## src/rtl/cic3_row_readout.sv

```systemverilog
// Serialises one captured set of CIC filter outputs per sample strobe as a framed bit stream:
// sync header, 4-bit sequence number, then every enabled channel MSB first.
module cic3_row_readout #(
   parameter int         NUM_FILTERS = 24,
   parameter int         OUT_WIDTH   = 25,
   parameter logic [7:0] SYNC_WORD   = 8'hA5
) (
   input  logic                           clk,
   input  logic                           reset_n,
   input  logic [NUM_FILTERS*OUT_WIDTH-1:0] din,
   input  logic                           sample_stb,
   input  logic [NUM_FILTERS-1:0]         ch_en,
   input  logic                           clr_overrun,
   output logic                           sdata,
   output logic                           sframe,
   output logic                           sfirst,
   output logic                           busy,
   output logic                           overrun
);

   localparam int IDX_W = (NUM_FILTERS > 1) ? $clog2(NUM_FILTERS) : 1;
   localparam int CNT_W = (OUT_WIDTH > 8) ? $clog2(OUT_WIDTH) : 3;

   localparam logic [1:0] IDLE   = 2'd0;
   localparam logic [1:0] HEADER = 2'd1;
   localparam logic [1:0] SEQ    = 2'd2;
   localparam logic [1:0] SHIFT  = 2'd3;

   localparam logic [CNT_W-1:0] CNT_HDR  = CNT_W'(7);
   localparam logic [CNT_W-1:0] CNT_SEQ  = CNT_W'(3);
   localparam logic [CNT_W-1:0] CNT_WORD = CNT_W'(OUT_WIDTH - 1);

   logic [1:0]             state;
   logic [CNT_W-1:0]       bit_cnt;      // counts down to 0 within each field, doubling as the bit index
   logic [IDX_W-1:0]       ch_idx;
   logic [3:0]             seq_num;
   logic [OUT_WIDTH-1:0]   sh_word [NUM_FILTERS];
   logic [NUM_FILTERS-1:0] sh_en;

   logic [IDX_W-1:0] first_idx, next_idx;
   logic             next_found, last_bit, accept, drop;

   // Lowest enabled channel overall, and lowest enabled channel above the current one.
   always_comb begin
      // NOTE: every always_comb output gets a default first so no path leaves it unassigned (no latch).
      first_idx  = '0;
      next_idx   = '0;
      next_found = 1'b0;
      for (int k = NUM_FILTERS - 1; k >= 0; k--) begin
         if (sh_en[k]) first_idx = IDX_W'(k);
         if (sh_en[k] && (IDX_W'(k) > ch_idx)) begin
            next_found = 1'b1;
            next_idx   = IDX_W'(k);
         end
      end
   end

   assign last_bit = (bit_cnt == '0) &&
                     (((state == SEQ) && (sh_en == '0)) || ((state == SHIFT) && !next_found));
   assign accept   = sample_stb && ((state == IDLE) || last_bit);
   assign drop     = sample_stb && !accept;

   // Shadow copy of the sample set; the frame in flight reads only these.
   always_ff @(posedge clk or negedge reset_n) begin
      // NOTE: shadow storage is reset too, so a frame can never expose stale pre-reset data.
      if (!reset_n) begin
         sh_en <= '0;
         for (int k = 0; k < NUM_FILTERS; k++) sh_word[k] <= '0;
      end else if (accept) begin
         sh_en <= ch_en;
         for (int k = 0; k < NUM_FILTERS; k++) sh_word[k] <= din[k*OUT_WIDTH +: OUT_WIDTH];
      end
   end

   always_ff @(posedge clk or negedge reset_n) begin
      // NOTE: sequential state uses non-blocking assignments only, so every read sees pre-edge values.
      if (!reset_n) begin
         state   <= IDLE;
         bit_cnt <= '0;
         ch_idx  <= '0;
         seq_num <= '0;
         overrun <= 1'b0;
      end else begin
         if (last_bit) seq_num <= seq_num + 1'b1;

         // A dropped strobe wins over a simultaneous clear.
         if (drop)             overrun <= 1'b1;
         else if (clr_overrun) overrun <= 1'b0;

         case (state)
            IDLE: begin
               if (sample_stb) begin
                  state   <= HEADER;
                  bit_cnt <= CNT_HDR;
               end
            end
            HEADER: begin
               if (bit_cnt == '0) begin
                  state   <= SEQ;
                  bit_cnt <= CNT_SEQ;
               end else begin
                  bit_cnt <= bit_cnt - 1'b1;
               end
            end
            SEQ: begin
               if (bit_cnt != '0) begin
                  bit_cnt <= bit_cnt - 1'b1;
               end else if (sh_en == '0) begin
                  state   <= sample_stb ? HEADER : IDLE;
                  bit_cnt <= CNT_HDR;
               end else begin
                  state   <= SHIFT;
                  ch_idx  <= first_idx;
                  bit_cnt <= CNT_WORD;
               end
            end
            default: begin
               if (bit_cnt != '0) begin
                  bit_cnt <= bit_cnt - 1'b1;
               end else if (next_found) begin
                  ch_idx  <= next_idx;
                  bit_cnt <= CNT_WORD;
               end else begin
                  state   <= sample_stb ? HEADER : IDLE;
                  bit_cnt <= CNT_HDR;
               end
            end
         endcase
      end
   end

   // Outputs decode directly from state, so reset clears them without waiting for a clock.
   always_comb begin
      sdata = 1'b0;
      case (state)
         HEADER:  sdata = SYNC_WORD[bit_cnt[2:0]];
         SEQ:     sdata = seq_num[bit_cnt[1:0]];
         SHIFT:   sdata = sh_word[ch_idx][bit_cnt];
         default: sdata = 1'b0;
      endcase
   end

   assign sframe = (state != IDLE);
   assign busy   = (state != IDLE);
   assign sfirst = (state == HEADER) && (bit_cnt == CNT_HDR);

endmodule

```

## config.mk

```make
export PLATFORM = sky130hd
export DESIGN_NAME = cic3_row_readout
export DESIGN_NICKNAME = d
export VERILOG_FILES = /design/src/rtl/cic3_row_readout.sv
export SDC_FILE = /design/constraint.sdc
export NUM_CORES = 1
export LEC_CHECK = 0
export BUFFER_PORTS_ARGS = -buffer_cell sky130_fd_sc_hd__buf_2
export CAP_MARGIN = 20
export CORE_ASPECT_RATIO = 1.2
export CORE_UTILIZATION = 40
export DETAILED_ROUTE_END_ITERATION = 16
export PLACE_DENSITY = 0.61
export SLEW_MARGIN = 20
export SYNTH_ARGS = -nofsm -noshare
export SYNTH_HDL_FRONTEND = slang
export SYNTH_SLANG_ARGS = --single-unit
```

## constraint.sdc

```tcl
create_clock -name clk -period 2.9 [get_ports clk]
set_input_delay 0.29 -clock clk [delete_from_list [all_inputs] [get_ports clk]]
set_output_delay 0.29 -clock clk [all_outputs]
set_load 0.01 [all_outputs]
```

---- After elaboration in Yosys (flattened, before gate mapping) ----
Memory sizes are Yosys's and may differ from the RTL's.
Index checks and enable logic that the tools add are counted.
operators by class
  bitwise operators ....................... 3
  $lt $le $gt $ge ......................... 28
  reductions and logical operators ........ 44
  eq/ne operators ......................... 10
  mux-type cells .......................... 103
  $add $sub $neg .......................... 2
operators with widths
  kind                count
  $mux 5              58
  $bmux 25 s5         1
  $mux 25             2
  $gt 4x5->1 const A  8
  $gt 5x5->1 const A  8
  $logic_and 1x1->1   30
  $mux 1              30
  $logic_not 24->1    1
  $gt 3x5->1 const A  4
  $pmux 5 s3          1
  $mux 2              6
  $gt 1x5->1 const A  2
  $gt 2x5->1 const A  2
  $pmux 5 s2          1
  $ne 2x2->1 const B  4
  $ge 6x6->1 const B  1
  $lt 5x6->1 const B  1
  $not 5->6           1
  $pmux 2 s3          1
  $reduce_bool 2->1   3
  $bmux 1 s5          1
  $eq 5x3->1 const B  1
  $logic_not 5->1     1
  $reduce_and 5->1    1
  other kinds (17)    21
word-level totals
  bits in read-only memories .............. 8
  memories kept ........................... 1
  flip-flop bits (word level) ............. 641
  input port bits ......................... 628
  word-level logic and storage cells ...... 221
memories
  memory            words  width  read ports  clocked after memory_dff  wr ports  line  source
  (name not given)  8      1      1           0                         0         136   HEADER: sdata = SYNC_WORD[bit_cnt[2:0]];

---- Longest topological paths before layout ----
Gate-level depths: netlist of the first run.
  depth after elaboration ................. 35
  gate-level depth with buffers ........... 12
  depth with buffers taken out ............ 8

---- Worst setup path before layout of the first run ----
OpenSTA, ideal clock, no wires.
  path type ............................... register -> output
  start ................................... register ch_idx[3]
  end ..................................... output port sdata
  path slack .............................. 0.152 ns
  arrival ................................. 2.458 ns
  cell stages (with the launch flop) ...... 11
  cell sequence ........................... dfrtp_1 > buf_2 > buf_2 > buf_2 > buf_1 > o21ai_1 > a22oi_1 > a311o_1 > o31ai_1 > o32ai_1 > a311oi_1
on the way
  word-level cells in the longest chain between the ends .. 7
ends and longest elaborated chain
  what                                         line  source
  start: declaration                           35    logic [IDX_W-1:0] ch_idx;
  start signal: assignment                     113   ch_idx <= first_idx;
  start signal: assignment                     121   ch_idx <= next_idx;
  $not 5->6 (implied by the code)              138   SHIFT: sdata = sh_word[ch_idx][bit_cnt];
  $bmux 25 s5                                  138
  $mux 25 (implied by the code) (2 in series)  138
  $bmux 1 s5                                   138
  $mux 1 (implied by the code)                 138
  $pmux 1 s3                                   135   case (state)
  end: declaration                             14    output logic sdata,
No other way between the ends. The select of a mux whose other input is x is not followed.

---- Worst setup path in the final report of the first run ----
  start ................................... register ch_idx[0]
  end ..................................... output port sdata
The elaborated chain is that of the path after synthesis.

==> flow_summary.json, run 1 <==
{
  "status": "finished with violations",
  "violations": "negative setup slack",
  "worst_pin_slew_ns": 0.750,
  "cts_tree": "built",
  "path_clk_slew_ns": 0.07,
  "setup_violations": 640,
  "relSlewSlack_pct": 50.0,
  "grt_overflow": 0,
  "start_util_pct": 40.5,
  "arrival_ns": 3.60,
  "drc": 0,
  "dp_cells": 3892,
  "clkLatencyLatePin_ns": 0.62,
  "numCtsBuffers": 71,
  "worst_path_most_repeated_cell": "buf_4",
  "critPathSlowestCell": "dfrtp_4",
  "finalWeightedCongestion": 0.949,
  "syn2layout_area_growth_pct": 62.1,
  "setup_ws_ns": -0.986,
  "antenna_left": 0,
  "cp_cell_sequence": "buf_12 > buf_12 > buf_4 > mux4_2 > a22oi_2 > buf_4 > and3_1 > o31ai_1 > o221a_2 > nor3_4 > a311oi_4 > buf_4",
  "final_core_util_pct": 65.6,
  "met1_usage_pct": 36.4,
  "synthArstFlopShare_pct": 100,
  "worstPathRequired_ns": 2.61,
  "dpl_cell_area_um2": 37800,
  "grt_pass1_wl_um": 178000,
  "io_pins": 633,
  "period_needed_ns": 3.89,
  "power_mw": 51.5,
  "num_vias": 26800,
  "r2r_cells": 16,
  "busiest_layer": "met2",
  "synth_area_um2": 31600,
  "power.static_leakage_nw": 25.6,
  "hpwl_um": 85500,
  "maxCapViolCount": 0,
  "worstPathMaxFanout": 6,
  "final_max_slew_viol_count": 0,
  "synth_edf_count": 0,
  "fin_nets": 4325,
  "core_area_um2": 78100,
  "final_common_cell": "dfrtp_1",
  "drt_wl_total_um": 139000,
  "timing_hold_violations_final": 0,
  "firstDrtPassIters": 5,
  "rows": 112,
  "antenna_found_initial": 37,
  "drive_gt1_share_pct": 53.7,
  "die_h_um": 310,
  "avgSynthCellArea_um2": 15.1,
  "ys_types": 73,
  "slowest_delay_ns": 0.57,
  "fin_crit_sh_pct": 134,
  "synth_warnings": 0,
  "cts_max_level": 3,
  "ys_seq_area_share_pct": 50.7,
  "rsz0062_at_grt": "yes",
  "clock_sinks": 641,
  "die-area_um2": 80200,
  "hp-class": "input port to flip-flop",
  "fmax_mhz": 257,
  "cp-start-kind": "flip-flop",
  "synth_fp_nets": 2725,
  "synth_seq_cells": 641,
  "crit_type": "flip-flop to output pin",
  "cts-root-buf": "clkbuf_16",
  "via_per_inst": 5.58,
  "grt_pass1_vias": 27900,
  "hold_slack_ns": 0.0645,
  "powerDensity_nw_per_um2": 1010,
  "pre_cts_ws_ns": -0.749,
  "end_kind": "output pin",
  "fin_area_um2": 51200,
  "grt_start_max_net_pins": 76,
  "final_cell_mix": "636 x dfrtp_1, 630 x buf_2, 625 x dlygate4sd3_1",
  "track_usage_pct": 30.1,
  "port_buffers": 632,
  "synth_flop_cell": "dfrtp_1",
  "instances_no_fill": 4808,
  "hold_depth": 2,
  "met2_usage_pct": 50.0,
  "fin_worst_skew_ns": 0.0244,
  "tns_ns": -292.71,
  "synth_cells": 2094,
  "grt_use_met3_pct": 5.59,
  "detail_route.iter0.violations": 2137,
  "wire_per_inst_um": 28.9,
  "ir_worst_vdd_v": 0.000601,
  "die_x_um": 259,
  "fill_cells": 5300,
  "clock_path_buffers": 3
}
==> critical path: cells and delay by family (launching register included) <==
| family | cells | cell delay, ns |
|---|---|---|
| flops | 1 | 0.57 |
| simple gates | 2 | 0.40 |
| compound gates | 4 | 0.66 |
| buf+inv | 5 | 0.82 |
| mux | 1 | 0.50 |
==> final cells by class <==
class / instances / area (µm²) / share of cell area (%)
antenna: 35 / 87.6 / 0.171
clock buffer: 106 / 2140 / 4.18
clock inverter: 20 / 195 / 0.381
inverter: 18 / 68.8 / 0.134
multi-input combinational: 1289 / 16200 / 31.5
sequential: 641 / 16100 / 31.3
tap: 1026 / 1280 / 2.51
timing repair buffer: 1673 / 15200 / 29.8
==> metal layers <==
layer	wire length, µm	vias up	share of wire, %
met3	8540	505	6.2
met5	37	-	0.027
met4	9200	8	6.6
met1	53600	13800	39
met2	67400	1354	49
li1	-	11200	-
==> cell families (layout without fill, tap and decap cells) <==
group                      after synthesis  in the layout  share of synthesized area [%]
AOI/OAI and AO/OA                      232            232                           5.34
xor gates and xnor gates                 4              4                          0.111
adders and majority gates                3              3                          0.119
buffers and inverters                  164           1817                           3.66
DFF                                    641            641                           50.7
muxes                                  824            824                           36.5
other                                    0             35                              0
and+or+nand+nor                        226            226                           3.56
==> synthesized netlist by cell type (9+ instances only) <==
| cell | number | area, µm² |
|---|---|---|
| dfrtp_1 | 641 | 16000 |
| mux2_4 | 300 | 4500 |
| mux2_2 | 293 | 3300 |
| mux4_2 | 107 | 2410 |
| mux2i_1 | 64 | 641 |
| nand2_1 | 61 | 229 |
| mux2_1 | 60 | 676 |
| buf_6 | 50 | 563 |
| nor2_1 | 49 | 184 |
| buf_2 | 40 | 200 |
| a21oi_1 | 34 | 170 |
| buf_4 | 31 | 233 |
| a22oi_1 | 30 | 225 |
| o21ai_0 | 28 | 140 |
| nor3_1 | 22 | 110 |
| clkbuf_1 | 21 | 78.8 |
| nand3_1 | 21 | 105 |
| nor2b_1 | 19 | 119 |
| inv_1 | 17 | 63.8 |
| a221oi_1 | 14 | 123 |
| a22o_1 | 14 | 123 |
| nor4_1 | 14 | 87.6 |
| a211oi_1 | 10 | 75.1 |
| a31oi_1 | 9 | 56.3 |
==> state kept, by name, indices dropped and copies added (netlist names) <==
signal and count:
bit_cnt 5, seq_num 4, sh_en 24, ch_idx 5
overrun 1, sh_word 600, state 2
==> worst paths after layout <==
path	slack (ns)	to	startpoint
worst max-delay path	-0.99	sdata	ch_idx[0]
worst min-delay path	0.06	sh_en[23]	ch_en[23]
worst min register to register	0.50	seq_num[3]	seq_num[3]
worst max register to register	-0.55	sh_word[192]	ch_idx[0]
max in group asynchronous	1.62	sh_word[571]	reset_n
min in group asynchronous	0.28	sh_word[472]	reset_n
==> report_power, final <==
group / internal [mW] / switching (mW) / total [mW]
combinational: 14.2 / 11.1 / 25.4
sequential: 13.5 / 3.46 / 16.9
clock: 5.31 / 3.93 / 9.23
==> what timing repair did <==
action | in CTS | in global routing
pin swaps | 19 | 37
resized for setup | 69 | 508
setup buffers | 17 | 29
setup endpoints to repair | 627 | 639
hold buffers | 625 | 0
cloned | 6 | 83
hold endpoints to repair | 682 | 0
Power figures use the tool's default switching activity.
==> inputs of run 2 (changes only) <==
==> constraint.sdc (replaced) <==
create_clock -name clk -period 2.9 [get_ports clk]
set_input_delay 0.435 -clock clk [delete_from_list [all_inputs] [get_ports clk]]
set_output_delay 0.435 -clock clk [all_outputs]
set_load 0.01 [all_outputs]
==> flow_summary.json, run 2 (synthesized netlist as in run 1, its figures left out) <==
{
  "status": "finished with violations",
  "violations": "negative setup slack",
  "rsz0062_at_grt": "yes",
  "crit_type": "flip-flop to output pin",
  "dp_cells": 3894,
  "wire_per_inst_um": 28.9,
  "pre_cts_ws_ns": -0.748,
  "syn2layout_area_growth_pct": 40.0,
  "dpl_cell_area_um2": 37800,
  "track_usage_pct": 29.3,
  "drc": 0,
  "period_needed_ns": 3.98,
  "start_util_pct": 40.5,
  "firstDrtPassIters": 5,
  "hold_depth": 2,
  "fmax_mhz": 252,
  "arrival_ns": 3.54,
  "relSlewSlack_pct": 60.4,
  "end_kind": "output pin",
  "instances_no_fill": 4232,
  "grt_overflow": 0,
  "min_from": "din[569]",
  "numCtsBuffers": 72,
  "worstPathMaxFanout": 11,
  "cp_cell_sequence": "buf_12 > buf_16 > buf_4 > mux4_2 > mux2i_2 > nor2_1 > o2111ai_2 > a221oi_2 > nor3_4 > a311oi_4 > buf_2",
  "antenna_found_initial": 54,
  "core_area_um2": 78100,
  "worstPathRequired_ns": 2.47,
  "r2r_end": "sh_word[539]",
  "layout.area.seq_um2": 16100,
  "final_cell_mix": "636 x dfrtp_1, 631 x buf_2, 334 x mux2_4",
  "reg_top3": "sh_word (600), sh_en (24)",
  "r2r-start": "ch_idx[0]",
  "cts_max_level": 3,
  "clkLatencyLatePin_ns": 0.64,
  "clock_sinks": 641,
  "die-area_um2": 80200,
  "setup_violations": 634,
  "num_vias": 23400,
  "path_clk_slew_ns": 0.06,
  "drive_gt1_share_pct": 62.4,
  "finalWeightedCongestion": 0.966,
  "detail_route.iter0.violations": 1720,
  "fin_crit_sh_pct": 137,
  "setup_ws_ns": -1.08,
  "timing_hold_violations_final": 0,
  "cp-start-kind": "flip-flop",
  "port_buffers": 632,
  "maxCapViolCount": 0,
  "final_common_cell": "dfrtp_1",
  "clock_path_buffers": 3,
  "r2r_cells": 18,
  "worst_pin_slew_ns": 0.587,
  "via_per_inst": 5.54,
  "hpwl_um": 88200,
  "multiInputGateArea_um2": 15000,
  "slowest_delay_ns": 0.50,
  "cts-root-buf": "clkbuf_16",
  "power_mw": 49.3,
  "ir_worst_vdd_v": 0.000512,
  "largest_register_ffs": 600,
  "power.static_leakage_nw": 21.6,
  "hp-class": "input port to flip-flop",
  "drt_wl_total_um": 122000,
  "fin_area_um2": 44300,
  "die_h_um": 310,
  "critPathSlowestCell": "dfrtp_4",
  "regMostFlops": "sh_word",
  "grt_pass1_vias": 25100,
  "rows": 112,
  "whs_endpoint": "sh_word[44]",
  "reg2reg_slack_ns": -0.50,
  "fin_worst_skew_ns": 0.0239,
  "grt_pass1_wl_um": 170000,
  "final_max_slew_viol_count": 0,
  "cts_tree": "built",
  "crit_family": "compound AO/OA/AOI/OAI gates",
  "io_pins": 633,
  "fill_cells": 6257,
  "final_core_util_pct": 56.7,
  "fin_nets": 3743,
  "crit_buf_inv": 4,
  "antenna_left": 0,
  "powerDensity_nw_per_um2": 1110,
  "grt_start_max_net_pins": 98,
  "die_x_um": 259
}
[run 2: changes by cell type in the layout (fill, tap and decap cells not counted), moves of 6 or more]
cell,previous run,this run
dlygate4sd3_1,625,49
mux2_1,1,28
mux2_4,620,334
buf_8,30,15
buf_16,28,58
clkinv_2,8,14
clkbuf_8,21,12
mux2_2,32,291
clkbuf_16,134,101
buf_4,218,231
[run 2: what timing repair did]
item                       4_1_cts  5_1_grt
setup endpoints to repair      632      640
setup buffers                   38       14
hold endpoints to repair       106        0
pin swaps                       18       33
gates cloned                    39       34
resized for setup              151      100
hold buffers                    49        0
[run 2: stage by stage]
stage / hold slack (ns) / TNS (ns)
after detailed placement: 0.429 / -177.58
after global placement: 0.411 / -183.24
after global routing: 0.0134 / -304.63
final: 0.0257 / -269.89
after CTS: 0.000110 / -383.19
after floorplan: 0.139 / 0
[run 2: worst max-delay path by stage]
| stage | startpoint | end | slack [ns] | cells after the start |
|---|---|---|---|---|
| floorplan | ch_idx[3] | sdata | 0.007 | 10 |
| global placement | ch_idx[0] | sdata | -0.77 | 12 |
| detailed placement | ch_idx[1] | sdata | -0.75 | 12 |
| CTS | ch_idx[0] | sdata | -1.13 | 11 |
| global route | ch_idx[0] | sdata | -1.12 | 12 |
| finish | ch_idx[0] | sdata | -1.08 | 11 |
[run 2: per-layer routing]
| metal | track usage [%] | routed length, µm | vias to the layer above |
|---|---|---|---|
| li1 | - | - | 10000 |
| met1 | 35.7 | 48000 | 12200 |
| met2 | 48.4 | 60400 | 892 |
| met3 | 6.53 | 7750 | 246 |
| met4 | 15.8 | 5980 | 30 |
| met5 | 0.0604 | 188 | - |
[run 2: cell type report]
type / instances / share of cell area (%)
diodes: 37 / 0.209
clock buffers: 98 / 4.75
clock inverters: 33 / 0.876
inverters: 18 / 0.170
multi-input cells: 1289 / 33.9
flip-flops and latches: 641 / 36.3
well taps: 1026 / 2.90
repair buffers: 1090 / 20.9
[run 2: where the power goes]
group | internal [mW] | leakage, nW | switching (mW) | total (mW)
Combinational | 12.7 | 12.7 | 10.4 | 23.1
Clock | 5.74 | 1.23 | 3.94 | 9.68
Sequential | 13.4 | 7.68 | 3.13 | 16.6
Total | 31.8 | 21.6 | 17.5 | 49.3
